<file path="config.mk">
export PLATFORM = sky130hd
export DESIGN_NAME = overlap_framer_flat
export DESIGN_NICKNAME = d
export VERILOG_FILES = /design/src/rtl/anc_pkg.sv /design/src/rtl/overlap_framer_if.sv /design/src/rtl/framer_ram.sv /design/src/rtl/overlap_framer.sv /design/src/flat_wrapper.sv
export SDC_FILE = /design/constraint.sdc
export NUM_CORES = 2
export LEC_CHECK = 0
export ABC_CLOCK_PERIOD_IN_PS = 3580
export CAP_MARGIN = 20
export CELL_PAD_IN_SITES_DETAIL_PLACEMENT = 0
export CELL_PAD_IN_SITES_GLOBAL_PLACEMENT = 2
export CORE_ASPECT_RATIO = 0.6
export CORE_UTILIZATION = 40
export CTS_CLUSTER_DIAMETER = 200
export DETAILED_ROUTE_END_ITERATION = 16
export HOLD_SLACK_MARGIN = 0.08
export PLACE_DENSITY = 0.78
export SLEW_MARGIN = 10
export SYNTH_ARGS = -nofsm -noshare
export SYNTH_HDL_FRONTEND = slang
export SYNTH_SLANG_ARGS = --single-unit
</file>
<file path="constraint.sdc">
create_clock -name clk -period 3.58 [get_ports clk]
set_input_delay 0.358 -clock clk [delete_from_list [all_inputs] [get_ports clk]]
set_output_delay 0.358 -clock clk [all_outputs]
set_load 0.1 [all_outputs]
</file>
<file path="src/rtl/anc_pkg.sv">
// Shared types and constants for the ANC analysis chain.
// The framer and the Hanning stage agree on frame length and hop.
package anc_pkg;

    localparam int DATA_W    = 32;
    localparam int FRAME_LEN = 64;
    localparam int HOP       = 32;
    localparam int BUF_DEPTH = 2 * FRAME_LEN;

    // Q8.24 audio sample
    typedef logic signed [31:0] sample_t;

    typedef enum logic {
        FR_IDLE = 1'b0,
        FR_READ = 1'b1
    } fr_state_t;

endpackage

</file>
<file path="src/rtl/overlap_framer_if.sv">
// Sample stream into the framer and the framed burst out of it.
// The master side feeds samples; the slave side is the framer.
interface overlap_framer_if #(
    parameter int DATA_W = 32
) ();

    logic              in_valid;
    logic [DATA_W-1:0] in_data;
    logic              out_valid;
    logic [DATA_W-1:0] out_data;
    logic              out_first;
    logic              out_last;
    logic              overrun;

    modport master (
        output in_valid,
        output in_data,
        input  out_valid,
        input  out_data,
        input  out_first,
        input  out_last,
        input  overrun
    );

    modport slave (
        input  in_valid,
        input  in_data,
        output out_valid,
        output out_data,
        output out_first,
        output out_last,
        output overrun
    );

endinterface

</file>
<file path="src/rtl/framer_ram.sv">
// Simple dual-port sample history: one write port, one registered read.
// A read and write to the same address in one cycle returns the old word.
module framer_ram #(
    parameter int DATA_W = 32,
    parameter int DEPTH  = 128
) (
    input  logic                     clk,
    input  logic                     we,
    input  logic [$clog2(DEPTH)-1:0] waddr,
    input  logic [DATA_W-1:0]        wdata,
    input  logic                     re,
    input  logic [$clog2(DEPTH)-1:0] raddr,
    output logic [DATA_W-1:0]        rdata
);

    logic [DATA_W-1:0] mem [DEPTH];

    always_ff @(posedge clk) begin
        if (we) begin
            mem[waddr] <= wdata;
        end
        if (re) begin
            rdata <= mem[raddr];
        end
    end

endmodule

</file>
<file path="src/rtl/overlap_framer.sv">
// Overlapping frame replay: every HOP samples, the newest FRAME_LEN
// samples are streamed out oldest first as one contiguous burst.
module overlap_framer
    import anc_pkg::*;
#(
    parameter int DATA_W    = anc_pkg::DATA_W,
    parameter int FRAME_LEN = anc_pkg::FRAME_LEN,
    parameter int HOP       = anc_pkg::HOP,
    parameter int BUF_DEPTH = 2 * FRAME_LEN
) (
    input  logic             clk,
    input  logic             reset,
    overlap_framer_if.slave  bus
);

    localparam int AW = $clog2(BUF_DEPTH);
    localparam int CW = (FRAME_LEN > 1) ? $clog2(FRAME_LEN) : 1;
    localparam int FW = $clog2(FRAME_LEN) + 1;
    localparam int HW = (HOP > 1) ? $clog2(HOP) : 1;

    fr_state_t         state_q;
    fr_state_t         state_d;

    logic [AW-1:0]     wr_ptr;
    logic [FW-1:0]     fill;
    logic [HW-1:0]     hop_cnt;

    logic [AW-1:0]     rd_ptr;
    logic [CW-1:0]     rd_cnt;
    logic              pending;
    logic [AW-1:0]     pending_start;
    logic              overrun_q;

    logic              fill_hit;
    logic              fill_full;
    logic              hop_wrap;
    logic              trig;
    logic [AW-1:0]     frame_start;

    logic              rd_en;
    logic [AW-1:0]     rd_addr;
    logic              rd_end;
    logic              load_now;
    logic [AW-1:0]     load_addr;

    logic [DATA_W-1:0] ram_q;
    logic              rd_vld_q;
    logic              rd_first_q;
    logic              rd_last_q;

    logic              out_valid_q;
    logic [DATA_W-1:0] out_data_q;
    logic              out_first_q;
    logic              out_last_q;

    // Trigger: first sample that fills the window, then every hop wrap.
    assign fill_hit    = (fill == FW'(FRAME_LEN - 1));
    assign fill_full   = (fill == FW'(FRAME_LEN));
    assign hop_wrap    = (hop_cnt == HW'(HOP - 1));
    assign trig        = bus.in_valid && (fill_hit || (fill_full && hop_wrap));
    assign frame_start = wr_ptr + AW'(BUF_DEPTH - FRAME_LEN + 1);

    always_ff @(posedge clk) begin
        if (reset) begin
            wr_ptr  <= '0;
            fill    <= '0;
            hop_cnt <= '0;
        end else if (bus.in_valid) begin
            wr_ptr <= wr_ptr + AW'(1);
            if (!fill_full) begin
                fill <= fill + FW'(1);
            end
            hop_cnt <= hop_wrap ? '0 : hop_cnt + HW'(1);
        end
    end

    framer_ram #(
        .DATA_W (DATA_W),
        .DEPTH  (BUF_DEPTH)
    ) u_ram (
        .clk   (clk),
        .we    (bus.in_valid),
        .waddr (wr_ptr),
        .wdata (bus.in_data),
        .re    (rd_en),
        .raddr (rd_addr),
        .rdata (ram_q)
    );

    always_ff @(posedge clk) begin
        if (reset) begin
            state_q <= FR_IDLE;
        end else begin
            state_q <= state_d;
        end
    end

    always_comb begin
        state_d = state_q;
        unique case (state_q)
            FR_IDLE: begin
                if (trig) begin
                    state_d = FR_READ;
                end
            end
            FR_READ: begin
                if (rd_end && !pending && !trig) begin
                    state_d = FR_IDLE;
                end
            end
            default: state_d = FR_IDLE;
        endcase
    end

    // At the end of a frame the pending slot drains before a new trigger
    // is considered, so a coincident trigger chains straight on.
    always_comb begin
        rd_en     = (state_q == FR_READ);
        rd_addr   = rd_ptr + AW'(rd_cnt);
        rd_end    = rd_en && (rd_cnt == CW'(FRAME_LEN - 1));
        load_now  = ((state_q == FR_IDLE) && trig) ||
                    (rd_end && (pending || trig));
        load_addr = (rd_end && pending) ? pending_start : frame_start;
    end

    always_ff @(posedge clk) begin
        if (reset) begin
            rd_ptr        <= '0;
            rd_cnt        <= '0;
            pending       <= 1'b0;
            pending_start <= '0;
            overrun_q     <= 1'b0;
        end else begin
            if (load_now) begin
                rd_ptr <= load_addr;
                rd_cnt <= '0;
            end else if (rd_en) begin
                rd_cnt <= rd_cnt + CW'(1);
            end
            if (rd_end && pending) begin
                pending <= trig;
                if (trig) begin
                    pending_start <= frame_start;
                end
            end else if (rd_en && !rd_end && trig) begin
                if (pending) begin
                    overrun_q <= 1'b1;
                end else begin
                    pending       <= 1'b1;
                    pending_start <= frame_start;
                end
            end
        end
    end

    always_ff @(posedge clk) begin
        if (reset) begin
            rd_vld_q    <= 1'b0;
            rd_first_q  <= 1'b0;
            rd_last_q   <= 1'b0;
            out_valid_q <= 1'b0;
            out_data_q  <= '0;
            out_first_q <= 1'b0;
            out_last_q  <= 1'b0;
        end else begin
            rd_vld_q    <= rd_en;
            rd_first_q  <= rd_en && (rd_cnt == '0);
            rd_last_q   <= rd_end;
            out_valid_q <= rd_vld_q;
            out_data_q  <= rd_vld_q ? ram_q : '0;
            out_first_q <= rd_first_q;
            out_last_q  <= rd_last_q;
        end
    end

    assign bus.out_valid = out_valid_q;
    assign bus.out_data  = out_data_q;
    assign bus.out_first = out_first_q;
    assign bus.out_last  = out_last_q;
    assign bus.overrun   = overrun_q;

endmodule
</file>
<file path="src/flat_wrapper.sv">
// flat-port wrapper written by rule: the top's interface ports become plain ports
module overlap_framer_flat import anc_pkg::*;
#(
    parameter int DATA_W    = anc_pkg::DATA_W,
    parameter int FRAME_LEN = anc_pkg::FRAME_LEN,
    parameter int HOP       = anc_pkg::HOP,
    parameter int BUF_DEPTH = 2 * FRAME_LEN
)
  (clk, reset, bus_in_valid, bus_in_data, bus_out_valid, bus_out_data, bus_out_first, bus_out_last, bus_overrun);
  overlap_framer_if #(.DATA_W(DATA_W)) bus_i ();
  input  logic clk;
  input  logic reset;
  input wire logic [$bits(bus_i.in_valid)-1:0] bus_in_valid;
  input wire logic [$bits(bus_i.in_data)-1:0] bus_in_data;
  output wire logic [$bits(bus_i.out_valid)-1:0] bus_out_valid;
  output wire logic [$bits(bus_i.out_data)-1:0] bus_out_data;
  output wire logic [$bits(bus_i.out_first)-1:0] bus_out_first;
  output wire logic [$bits(bus_i.out_last)-1:0] bus_out_last;
  output wire logic [$bits(bus_i.overrun)-1:0] bus_overrun;
  assign bus_i.in_valid = bus_in_valid;
  assign bus_i.in_data = bus_in_data;
  assign bus_out_valid = bus_i.out_valid;
  assign bus_out_data = bus_i.out_data;
  assign bus_out_first = bus_i.out_first;
  assign bus_out_last = bus_i.out_last;
  assign bus_overrun = bus_i.overrun;
  overlap_framer #(.DATA_W(DATA_W), .FRAME_LEN(FRAME_LEN), .HOP(HOP), .BUF_DEPTH(BUF_DEPTH)) u_core (.clk(clk), .reset(reset), .bus(bus_i));
endmodule
</file>
==> results by group <==
Run status
  • Run status: finished, violations left
  • Violated checks: setup timing

Floorplan
  • Die ar.: 406000 µm²
  • Chip Width: 822 µm
  • Vertical extent of the die: 494 µm
  • Initial Utilization: 40.2%
  • Placeable Area: 401000 µm²
  • Number of placement rows: 180
  • I/O pin cnt: 71

GRT
  • Antenna violations before repair: 46
  • Total track usage: 23.7%
  • Largest net degree at the start of global routing: 129
  • GRT overflow: 0
  • Wire length of the first global-routing pass: 672 mm
  • Via count of the first global-routing pass: 81800

Synthesis
  • Number of flops mapped to enable cells by yosys: 4128
  • Sequential cell area fraction in the yosys report: 77.8%
  • Number of flip-flops and latches in the synthesized netlist: 4208
  • Async S/R FF share, synth: 0%
  • Number of distinct library cells after synthesis: 62
  • Flip-flop cell with the highest count after synthesis: edfxtp_1
  • Synthesized area per cell: 21.8 µm²
  • Instance count of the mapped netlist: 7385
  • Area of the mapped netlist: 161000 µm²
  • Number of synthesis warnings: 0
  • Number of nets in the synthesized netlist: 7434

Place
  • Post-detail-place hpwl: 296 mm
  • Count of buffers from port buffering: 70
  • Routability congestion estimate: 0.888
  • Placement-stage worst setup slack: -0.961 ns

Setup path
  • Arrival time at the worst endpoint: 4.61 ns
  • Worst R2R Start: u_core.rd_cnt[0]
  • Top cell family by delay on the critical path: adder cells
  • Delay contributed by the slowest stage of the critical path: 0.80 ns
  • Count of buffering cells on the critical path with inverters included: 6
  • Worst reg2reg endpoint: u_core.u_ram.rdata[12]
  • Data required time of the worst path: 4.27 ns
  • CP Cell Sequence: ha_4 > inv_4 > fa_4 > buf_12 > buf_12 > buf_16 > buf_4 > clkbuf_16 > mux4_2 > mux4_2 > a22oi_2 > nand4_1
  • Max stage delay cell, worst path: fa_4
  • Endpoint type of the worst setup path: flop
  • Critical path start-end classification: flop to flop
  • Maximum net fanout on the critical path: 10
  • Crit path launch type: flop
  • Register-to-Register Setup Slack: -0.34 ns
  • Register-to-Register Path Depth: 12

Layout
  • Layout fillers: 31800
  • Nets: 8416
  • Syn-to-layout area delta: 19.6%
  • Total area of multi-input combinational cells: 36400 µm²
  • Ratio of cells with drive above 1 in the final layout: 34.3%
  • Sequential standard cell area: 126000 µm²
  • Utilization of the core after routing: 48.1%

STA
  • Final cycle utilization of the critical path: 110%
  • Pin slew with the least headroom to its limit: 1.30 ns
  • RSZ-0062 raised after global routing: true
  • Number of max-slew violations in the final report: 0
  • Maximum achievable frequency: 255 MHz
  • Worst slew margin relative to its limit: 13.4%
  • Setup-failing EPs final: 32
  • Final-layout worst hold slack: 0.134 ns
  • Minimum clock period: 3.92 ns
  • Final hold viol count: 0
  • Min setup slack post-route: -0.343 ns
  • Worst-case clock skew: 0.0577 ns

CTS
  • Max Root-Sink Buffers: 4
  • Clock H-tree levels: 5
  • Clock transition time at the flip-flop clock pins of the worst setup and hold paths: 0.07 ns
  • Total number of clock tree sinks: 4208
  • Clock insertion delay at the later pin of the skew report: 0.97 ns
  • TritonCTS clock tree: built
  • CTS Buf Count: 356
  • Root Buffer Master: clkbuf_16

Drt
  • Detailed-routing iteration count for the pre-antenna-repair pass: 5
  • Vias per cell: 6.09
  • Final routed wirelength across all metal layers: 493 mm
  • Remaining design rule violation count: 0
  • Number of DRC markers in iteration 0: 15900
  • Post-DR wirelength/cell: 35.1 µm
  • Total number of vias: 85600
  • Number of nets with antenna violations after routing: 0

Power and ir drop
  • Cell area power density: 490 nW/µm²
  • Peak supply drop: 0.000374 V
  • Total power of the final layout: 94.5 mW
  • Lkg Pwr: 61.0 nW

Job
  • Max-cap violations: 0

Hold path
  • Hold-critical path depth: 1
  • Worst hold endpoint: u_core.u_ram.mem[82][16]
  • Worst hold path type: input port to flop
  • Startpoint of the worst hold path: bus_in_data[16]
-- layout by cell type, fill, tap and decap left out, types with 11 or more instances in the layout --
cell type        netlist  final
o21ai_0               39     22
buf_16                 0     42
nor3_4                 0     13
ha_1                  13     11
mux4_2              1095   1096
nor2_1               194     65
buf_8                  1     23
a211oi_1              65     33
buf_6                 13     57
a21oi_2                1     11
nor2b_1               19     18
nand3_1              160    148
nand4_1               58     58
edfxtp_1            4128   4128
dlygate4sd3_1          0     28
a311oi_4               0     11
dfxtp_1               80     76
a21oi_1               54     36
buf_12                 1    272
and3_1                75     59
a31oi_1               47     36
clkbuf_1             178     69
xor2_1                16     14
diode_2                0     15
clkinv_2               0     70
bufinv_16              0     24
buf_4                 46    564
nand2_1              572    553
clkdlybuf4s50_1        0     37
clkbuf_16              0    374
nor2_4                 0    122
a211oi_2               0     23
o22ai_1               30     17
mux2i_1               73     60
nand2_2                0     18
and2_1                51     42
and3_4                 0     12
clkinv_1               0     78
-- cells in the mapped netlist, drive strengths merged (16+ instances only) --
cell | instances | area [µm²]
nand3 | 160 | 801
edfxtp | 4128 | 124000
nand2 | 572 | 2150
clkbuf | 179 | 673
xor2 | 16 | 140
a311oi | 16 | 140
and3 | 75 | 469
o22ai | 30 | 188
nor3 | 31 | 155
mux4 | 1100 | 24800
dfxtp | 80 | 1600
a211oi | 65 | 488
nand4 | 58 | 363
mux2i | 73 | 731
and2 | 52 | 325
a31oi | 47 | 294
a21oi | 55 | 279
o21ai | 39 | 195
nor2 | 194 | 728
buf | 238 | 1380
nor2b | 19 | 119
-- logic make-up (layout without fill, tap and decap cells) --
family,Yosys count,count (layout),share of synthesized area [%]
other,0,15,0
AO/OA/AOI/OAI,335,335,1.42
AND/OR/NAND/NOR,1196,1196,3.32
flip-flops,4208,4208,77.8
XOR/XNOR,25,25,0.152
multiplexers,1181,1181,15.9
adder cells (fa/ha/maj),14,14,0.113
buffers and inverters,426,1699,1.29
-- flip-flops by register name, summed over array words and instances (netlist names) --
signal	cells
u_core.u_ram.mem	4096
u_core.bus.out_data	32
u_core.u_ram.rdata	32
u_core.fill	7
u_core.pending_start	7
u_core.rd_ptr	7
u_core.wr_ptr	7
u_core.rd_cnt	6
u_core.hop_cnt	5
u_core.bus.out_first	1
u_core.bus.out_last	1
u_core.bus.out_valid	1
u_core.bus.overrun	1
u_core.pending	1
u_core.rd_en	1
u_core.rd_first_q	1
u_core.rd_last_q	1
u_core.rd_vld_q	1
-- how the worst max path moves through the flow --
stage / slack, ns / cells after the start / startpoint / end
5_1_grt: -0.40 / 12 / u_core.rd_cnt[0] / u_core.u_ram.rdata[13]
2_1_floorplan: -0.31 / 4 / bus_in_valid / u_core.u_ram.mem[98][0]
3_3_place_gp: -1.51 / 12 / u_core.rd_cnt[0] / u_core.u_ram.rdata[27]
6_report: -0.34 / 12 / u_core.rd_cnt[0] / u_core.u_ram.rdata[12]
3_5_place_dp: -0.96 / 13 / u_core.rd_cnt[0] / u_core.u_ram.rdata[27]
4_1_cts: -0.33 / 12 / u_core.rd_ptr[0] / u_core.u_ram.rdata[0]
-- final cells by class --
cell class / count / area share [%]
antenna: 15 / 0.0195
multi-input combinational: 2751 / 18.9
clock inverter: 199 / 0.842
clock buffer: 450 / 4.98
inverter: 9 / 0.0188
timing repair buffer: 1041 / 6.72
tap: 5369 / 3.48
sequential: 4208 / 65.1
-- through the flow --
step / instance area (µm²) / cells / setup TNS [ns]
2_1_floorplan: 161000 / 7385 / -28.36
3_3_place_gp: 177000 / 13200 / -19.39
3_5_place_dp: 177000 / 13200 / -18.34
4_1_cts: 192000 / 14000 / -7.48
5_1_grt: 193000 / 14000 / -9.20
6_report: 193000 / 14000 / -7.73
-- power by group --
| group | internal, mW | leakage, nW | switching (mW) | total (mW) |
|---|---|---|---|---|
| logic | 0.320 | 17.7 | 1.35 | 1.67 |
| registers | 54.1 | 37.8 | 0.0364 | 54.1 |
| clock network | 20.8 | 5.52 | 17.9 | 38.7 |
| total | 75.2 | 61.0 | 19.2 | 94.5 |
-- repair_timing --
action,CTS,global route
hold endpoints to repair,911,0
resized for setup,390,131
buffers inserted,111,42
hold buffers,28,0
pin swaps,88,66
gates cloned,33,6
endpoints found under the setup margin,32,32
-- per-layer routing --
layer  up-vias  routed length [µm]  GRT usage, %
li1      32900                   -             -
met1     45600              198000          35.8
met2      6422              203000          32.4
met3       638               81400          9.69
met4        12               10800          4.74
met5         -                  81             0
Note: power is estimated with default switching activity, not from simulation.
